**src/rtl/rob_ctrl.sv**
```systemverilog
// Reorder-buffer pointer/status controller: dual-lane allocation, completion
// tracking and in-order dual retire, plus the address/enable drive for the ROB RAM.
module rob_ctrl #(
   parameter int ADDR  = 4,
   parameter int DEPTH = 1 << ADDR
) (
   input  logic            clk,
   input  logic            reset,
   input  logic            flush,
   input  logic            alloc_req_0,
   input  logic            alloc_req_1,
   output logic            alloc_gnt_0,
   output logic            alloc_gnt_1,
   output logic [ADDR-1:0] alloc_tag_0,
   output logic [ADDR-1:0] alloc_tag_1,
   input  logic            cpl_valid_0,
   input  logic            cpl_valid_1,
   input  logic [ADDR-1:0] cpl_tag_0,
   input  logic [ADDR-1:0] cpl_tag_1,
   input  logic            commit_ready,
   output logic            commit_valid_0,
   output logic            commit_valid_1,
   output logic [ADDR-1:0] commit_tag_0,
   output logic [ADDR-1:0] commit_tag_1,
   input  logic            lkp_en,
   input  logic [ADDR-1:0] lkp_tag,
   output logic            lkp_hit,
   output logic            ram_wr_en_0,
   output logic            ram_wr_en_1,
   output logic [ADDR-1:0] ram_addr_in_0,
   output logic [ADDR-1:0] ram_addr_in_1,
   output logic            ram_o_en_0,
   output logic            ram_o_en_1,
   output logic [ADDR-1:0] ram_addr_out_0,
   output logic [ADDR-1:0] ram_addr_out_1,
   output logic            ram_o_en_2,
   output logic [ADDR-1:0] ram_addr_out_2,
   output logic [ADDR:0]   count,
   output logic            empty,
   output logic            full
);

   localparam logic [ADDR:0] LP_DEPTH = (ADDR+1)'(DEPTH);

   logic [ADDR-1:0]  r_head;
   logic [ADDR-1:0]  r_tail;
   logic [ADDR:0]    r_count;
   logic [DEPTH-1:0] r_valid;
   logic [DEPTH-1:0] r_done;

   logic [ADDR:0]    w_free;
   logic [ADDR-1:0]  w_tail1;
   logic [ADDR-1:0]  w_head1;
   logic             w_gnt0;
   logic             w_gnt1;
   logic             w_cv0;
   logic             w_cv1;
   logic             w_fire0;
   logic             w_fire1;
   logic [DEPTH-1:0] w_validNext;
   logic [DEPTH-1:0] w_doneNext;
   logic [ADDR:0]    w_countNext;

   // Free space comes from the registered count, so slots retired this
   // cycle only become allocatable on the following cycle.
   assign w_free  = LP_DEPTH - r_count;
   assign w_tail1 = r_tail + ADDR'(1);
   assign w_head1 = r_head + ADDR'(1);

   assign w_gnt0  = alloc_req_0 && (w_free >= (ADDR+1)'(1)) && !flush;
   assign w_gnt1  = alloc_req_0 && alloc_req_1 && (w_free >= (ADDR+1)'(2)) && !flush;

   assign w_cv0   = r_valid[r_head] && r_done[r_head] && !flush;
   assign w_cv1   = w_cv0 && (r_count >= (ADDR+1)'(2)) && r_valid[w_head1] && r_done[w_head1];
   assign w_fire0 = w_cv0 && commit_ready;
   assign w_fire1 = w_cv1 && commit_ready;

   assign w_countNext = r_count + (ADDR+1)'(w_gnt0) + (ADDR+1)'(w_gnt1)
                        - (ADDR+1)'(w_fire0) - (ADDR+1)'(w_fire1);

   // Completions are applied before retire clears, then allocation; the sets
   // never collide because allocated slots are free and retiring slots are done.
   always_comb begin
      w_validNext = r_valid;
      w_doneNext  = r_done;
      if (cpl_valid_0 && r_valid[cpl_tag_0]) w_doneNext[cpl_tag_0] = 1'b1;
      if (cpl_valid_1 && r_valid[cpl_tag_1]) w_doneNext[cpl_tag_1] = 1'b1;
      if (w_fire0) begin
         w_validNext[r_head] = 1'b0;
         w_doneNext[r_head]  = 1'b0;
      end
      if (w_fire1) begin
         w_validNext[w_head1] = 1'b0;
         w_doneNext[w_head1]  = 1'b0;
      end
      if (w_gnt0) begin
         w_validNext[r_tail] = 1'b1;
         w_doneNext[r_tail]  = 1'b0;
      end
      if (w_gnt1) begin
         w_validNext[w_tail1] = 1'b1;
         w_doneNext[w_tail1]  = 1'b0;
      end
      if (flush) begin
         w_validNext = '0;
         w_doneNext  = '0;
      end
   end

   always_ff @(posedge clk or negedge reset) begin
      if (!reset) begin
         r_head  <= '0;
         r_tail  <= '0;
         r_count <= '0;
         r_valid <= '0;
         r_done  <= '0;
      end else begin
         r_valid <= w_validNext;
         r_done  <= w_doneNext;
         if (flush) begin
            r_head  <= '0;
            r_tail  <= '0;
            r_count <= '0;
         end else begin
            r_head  <= r_head + ADDR'(w_fire0) + ADDR'(w_fire1);
            r_tail  <= r_tail + ADDR'(w_gnt0) + ADDR'(w_gnt1);
            r_count <= w_countNext;
         end
      end
   end

   assign alloc_gnt_0    = w_gnt0;
   assign alloc_gnt_1    = w_gnt1;
   assign alloc_tag_0    = r_tail;
   assign alloc_tag_1    = w_tail1;
   assign commit_valid_0 = w_cv0;
   assign commit_valid_1 = w_cv1;
   assign commit_tag_0   = r_head;
   assign commit_tag_1   = w_head1;
   assign lkp_hit        = lkp_en && r_valid[lkp_tag] && r_done[lkp_tag];

   assign ram_wr_en_0    = w_gnt0;
   assign ram_wr_en_1    = w_gnt1;
   assign ram_addr_in_0  = r_tail;
   assign ram_addr_in_1  = w_tail1;
   assign ram_o_en_0     = w_cv0;
   assign ram_o_en_1     = w_cv1;
   assign ram_addr_out_0 = r_head;
   assign ram_addr_out_1 = w_head1;
   assign ram_o_en_2     = lkp_en;
   assign ram_addr_out_2 = lkp_tag;

   assign count = r_count;
   assign empty = (r_count == '0);
   assign full  = (r_count == LP_DEPTH);

endmodule

```
**config.mk**
```make
export PLATFORM = sky130hd
export DESIGN_NAME = rob_ctrl
export DESIGN_NICKNAME = d
export VERILOG_FILES = /design/src/rtl/rob_ctrl.sv
export SDC_FILE = /design/constraint.sdc
export NUM_CORES = 1
export LEC_CHECK = 0
export CELL_PAD_IN_SITES_DETAIL_PLACEMENT = 0
export CELL_PAD_IN_SITES_GLOBAL_PLACEMENT = 1
export CORE_MARGIN = 2
export CORE_UTILIZATION = 37
export DETAILED_ROUTE_END_ITERATION = 7
export PLACE_DENSITY = 0.75
export SLEW_MARGIN = 30
export SYNTH_ARGS = -nofsm -noshare
export SYNTH_HDL_FRONTEND = slang
export SYNTH_SLANG_ARGS = --single-unit
```
**constraint.sdc**
```tcl
create_clock -name clk -period 3.62 [get_ports clk]
set_input_delay 0.362 -clock clk [delete_from_list [all_inputs] [get_ports clk]]
set_output_delay 0.362 -clock clk [all_outputs]
set_load 0.005 [all_outputs]
```
==> metrics.md <==
| Metric | Value |
|---|---|
| Non-Filler Instances | `712` |
| Sw frac | `0.329` |
| Post-Syn Instances | `470` |
| Fin. Hold Viols | `0` |
| Max Freq | `0.270 GHz` |
| Post-Syn Area | `0.00416 sq mm` |
| Comb pwr share | `0.363` |
| Area leader, netlist | `dfrtp_1` |
| Clk buf depth | `2` |
| Clock transition at path regs | `around 100 ps` |
| Final Total Pwr | `1.52 mW` |
| DR vias/cell | `5.89` |
| Worst-Margin Slew | `735 ps` |
| GR Overflow Total | `0` |
| Async SR Flop Fraction | `1.00` |
| Setup Viol. Count Final | `2` |
| Largest net degree at the start of global routing | `46` |
| Setup ws final | `-83.6 ps` |
| I/O pins | `74` |
| Critical Path Source Type | `flop` |
| DR vias | `4196` |
| TritonCTS Buffers | `5` |
| Yosys reg bits | `45` |
| Worst flop-to-flop path startpoint | `commit_tag_0[1]` |
| Vias in the first global route | `4085` |
| CTS tree | `built` |
| Clk_lat worst skew | `300 ps` |
| Yosys warns | `0` |
| Slew Limit Headroom | `0.504` |
| Core Footprint | `between 0.01 and 0.015 sq mm` |
| Root buffer cell | `clkbuf_8` |
| Nets | `625` |
| Clk sink count | `45` |
| Post-route setup TNS | `-159 ps` |
| Fin util | `0.510` |
| Synth area leaders | `dfrtp_1 27%, ha_1 9.0%, mux4_2 6.0%` |
| Die ar. | `0.0121 sq mm` |
| Layout cells sized above 1 | `0.196` |
| Clock power frac | `0.268` |
| Wirelength per Cell | `around 20 um` |
| # rows | `38` |
| Final Cycle Share | `1.02` |
| Die H | `110 um` |
| Initial core utilization | `0.382` |
| Tmin final | `3700 ps` |
| Drt pass-1 iters | `5` |
| Antenna violations before repair | `1` |
| Synth unique cells | `64` |
| Post-Route Skew | `14.1 ps` |
| Tot GR Track Use | `0.240` |
| Post-synth EDFFs | `0` |
| Placed cells | `682` |
| Leak | `between 2 and 2.5 nW` |
| Synthesized net count | `525` |
| Violated checks | `negative setup slack` |
| Area grow syn2layout | `33.6%` |
| Final Hold Slack | `42.3 ps` |
| Post-synth top area share | `0.271` |
| WP data required | `between 3000 and 4000 ps` |
| Peak supply drop | `0.210 mV` |
| Main synth FF type | `dfrtp_1` |
| Crit. Startpoint | `commit_tag_0[1]` |
| Critical Path Fanout Max | `5` |
| Pwr/cell area | `273 mW/mm^2` |
| Port bufs | `73` |
| RSZ-0062 raised after global routing | `yes` |
| Htree depth | `2` |
| Seq/Total Area, Yosys | `0.271` |
| Initial DRC count | `a little under 300` |
| Global-route wire length before repair | `21900 um` |
| Hpwl dp | `approximately 11000 um` |
| ANT nets after route | `0` |
| Commonest non-fill, non-tap cell in the layout | `clkdlybuf4s50_1` |
| Crit end category | `flop` |
| Most frequent cells in the layout | `72 x clkdlybuf4s50_1, 58 x buf_4, 43 x dfrtp_1, 39 x nand2_1, 36 x inv_1` |
| Sequential share of power | `0.369` |
| WS Path Type | `reg -> reg` |
| Die width | `110 um` |
| Net switching power | `0.500 mW` |
| Final estimated routing congestion in global placement | `0.974` |
| Hold crit path type | `in -> async` |
| WP data arrival | `3930 ps` |
| Post-Route WL | `14200 um` |
| Status | `finished, violations left` |
| Mean Syn Cell Area | `8.85 sq um` |
| DRC | `0` |
| Cts hold-fix bufs | `0` |
| Max Cap Viol | `0` |
| Internal | `1.02 mW` |
| Final slew viol count | `0` |
==> routing by layer <==
metal / wire length [um] / up-vias / share of wire / global-route usage
met4: 322 / 0 / 0.023 / 0.0750
met5: 0 / - / 0 / 0
met3: 1100 / 18 / 0.078 / 0.0335
met1: 6040 / 2049 / 0.43 / 0.326
li1: - / 1916 / - / -
met2: 6710 / 213 / 0.47 / 0.396
==> stage by stage <==
step / setup slack [ps] / instance area, sq um
6_report: -83.6 / 5560
5_1_grt: -190 / 5560
4_1_cts: -15.6 / 5390
3_5_place_dp: -85.3 / 5120
3_3_place_gp: -10.3 / 5120
2_1_floorplan: -99.5 / 4200
==> logic make-up after synthesis <==
family	synth area share
AND/OR/NAND/NOR	0.212
AO/OA/AOI/OAI	0.199
buffers and inverters	0.102
flip-flops	0.271
adder cells (fa/ha/maj)	0.109
multiplexers	0.0860
XOR/XNOR	0.0211
==> synthesized netlist by cell type, drive strengths merged (6+ instances only) <==
master / count
xnor2: 7
nand2: 39
o211ai: 6
clkbuf: 11
dfrtp: 45
o21ai: 10
a21o: 6
nand2b: 8
nand3: 15
inv: 39
o22ai: 8
a22oi: 6
o41ai: 9
a21oi: 20
ha: 30
mux4: 12
nor2: 25
buf: 31
nor2b: 14
nor4: 15
o31ai: 6
nor3: 14
==> final timing paths <==
kind | to | slack [ps] | cells after the start
max in group asynchronous | commit_tag_0[1] | 3140 | 1
worst min-delay path | commit_tag_0[3] | 40 | 1
worst min register to register | r_valid[9] | 580 | 2
min in group clk | r_valid[9] | 580 | 2
worst max register to register | count[4] | -80 | 18
worst max-delay path | count[4] | -80 | 18
==> flip-flops by register name, summed over array words and instances (netlist names) <==
register	count
count	5
alloc_tag_0	4
commit_tag_0	4
r_valid	16
r_done	16
==> power by group through the flow <==
| stage | Clock (mW) | Sequential [mW] | Combinational, mW |
|---|---|---|---|
| after floorplan | 0 | 0.572 | 0.288 |
| after global placement | 0 | 0.572 | 0.533 |
| after detailed placement | 0 | 0.572 | 0.533 |
| after CTS | 0.417 | 0.562 | 0.544 |
| after global routing | 0.439 | 0.566 | 0.613 |
| final | 0.407 | 0.561 | 0.551 |
==> cell type report <==
cell class | instances | area [sq um]
antenna | 1 | 2.50
clock buffer | 7 | 86.3
clock inverter | 1 | 30.0
fill | 994 | 5330
inverter | 39 | 146
multi-input combinational | 344 | 2770
sequential | 45 | 1130
tap | 140 | 175
timing repair buffer | 135 | 1220
==> worst max-delay path: stages (launching register included) <==
cell,delay (ps)
dfrtp_4,540
buf_6,150
mux2i_2,160
a211o_1,330
a211o_1,270
a21bo_4,230
buf_6,110
nor2_1,130
o21a_1,230
ha_4,150
nor3_2,40
ha_2,320
inv_2,40
ha_4,150
buf_4,130
a21oi_2,110
nor2_1,60
or3_1,360
a21oi_2,110
==> what timing repair did <==
action                     4_1_cts  5_1_grt
setup buffers                   14        7
gates resized for setup         12       21
setup endpoints to repair        3       13
gates cloned                     0        0
pin swaps                        7       15
Power figures use the tool's default switching activity.
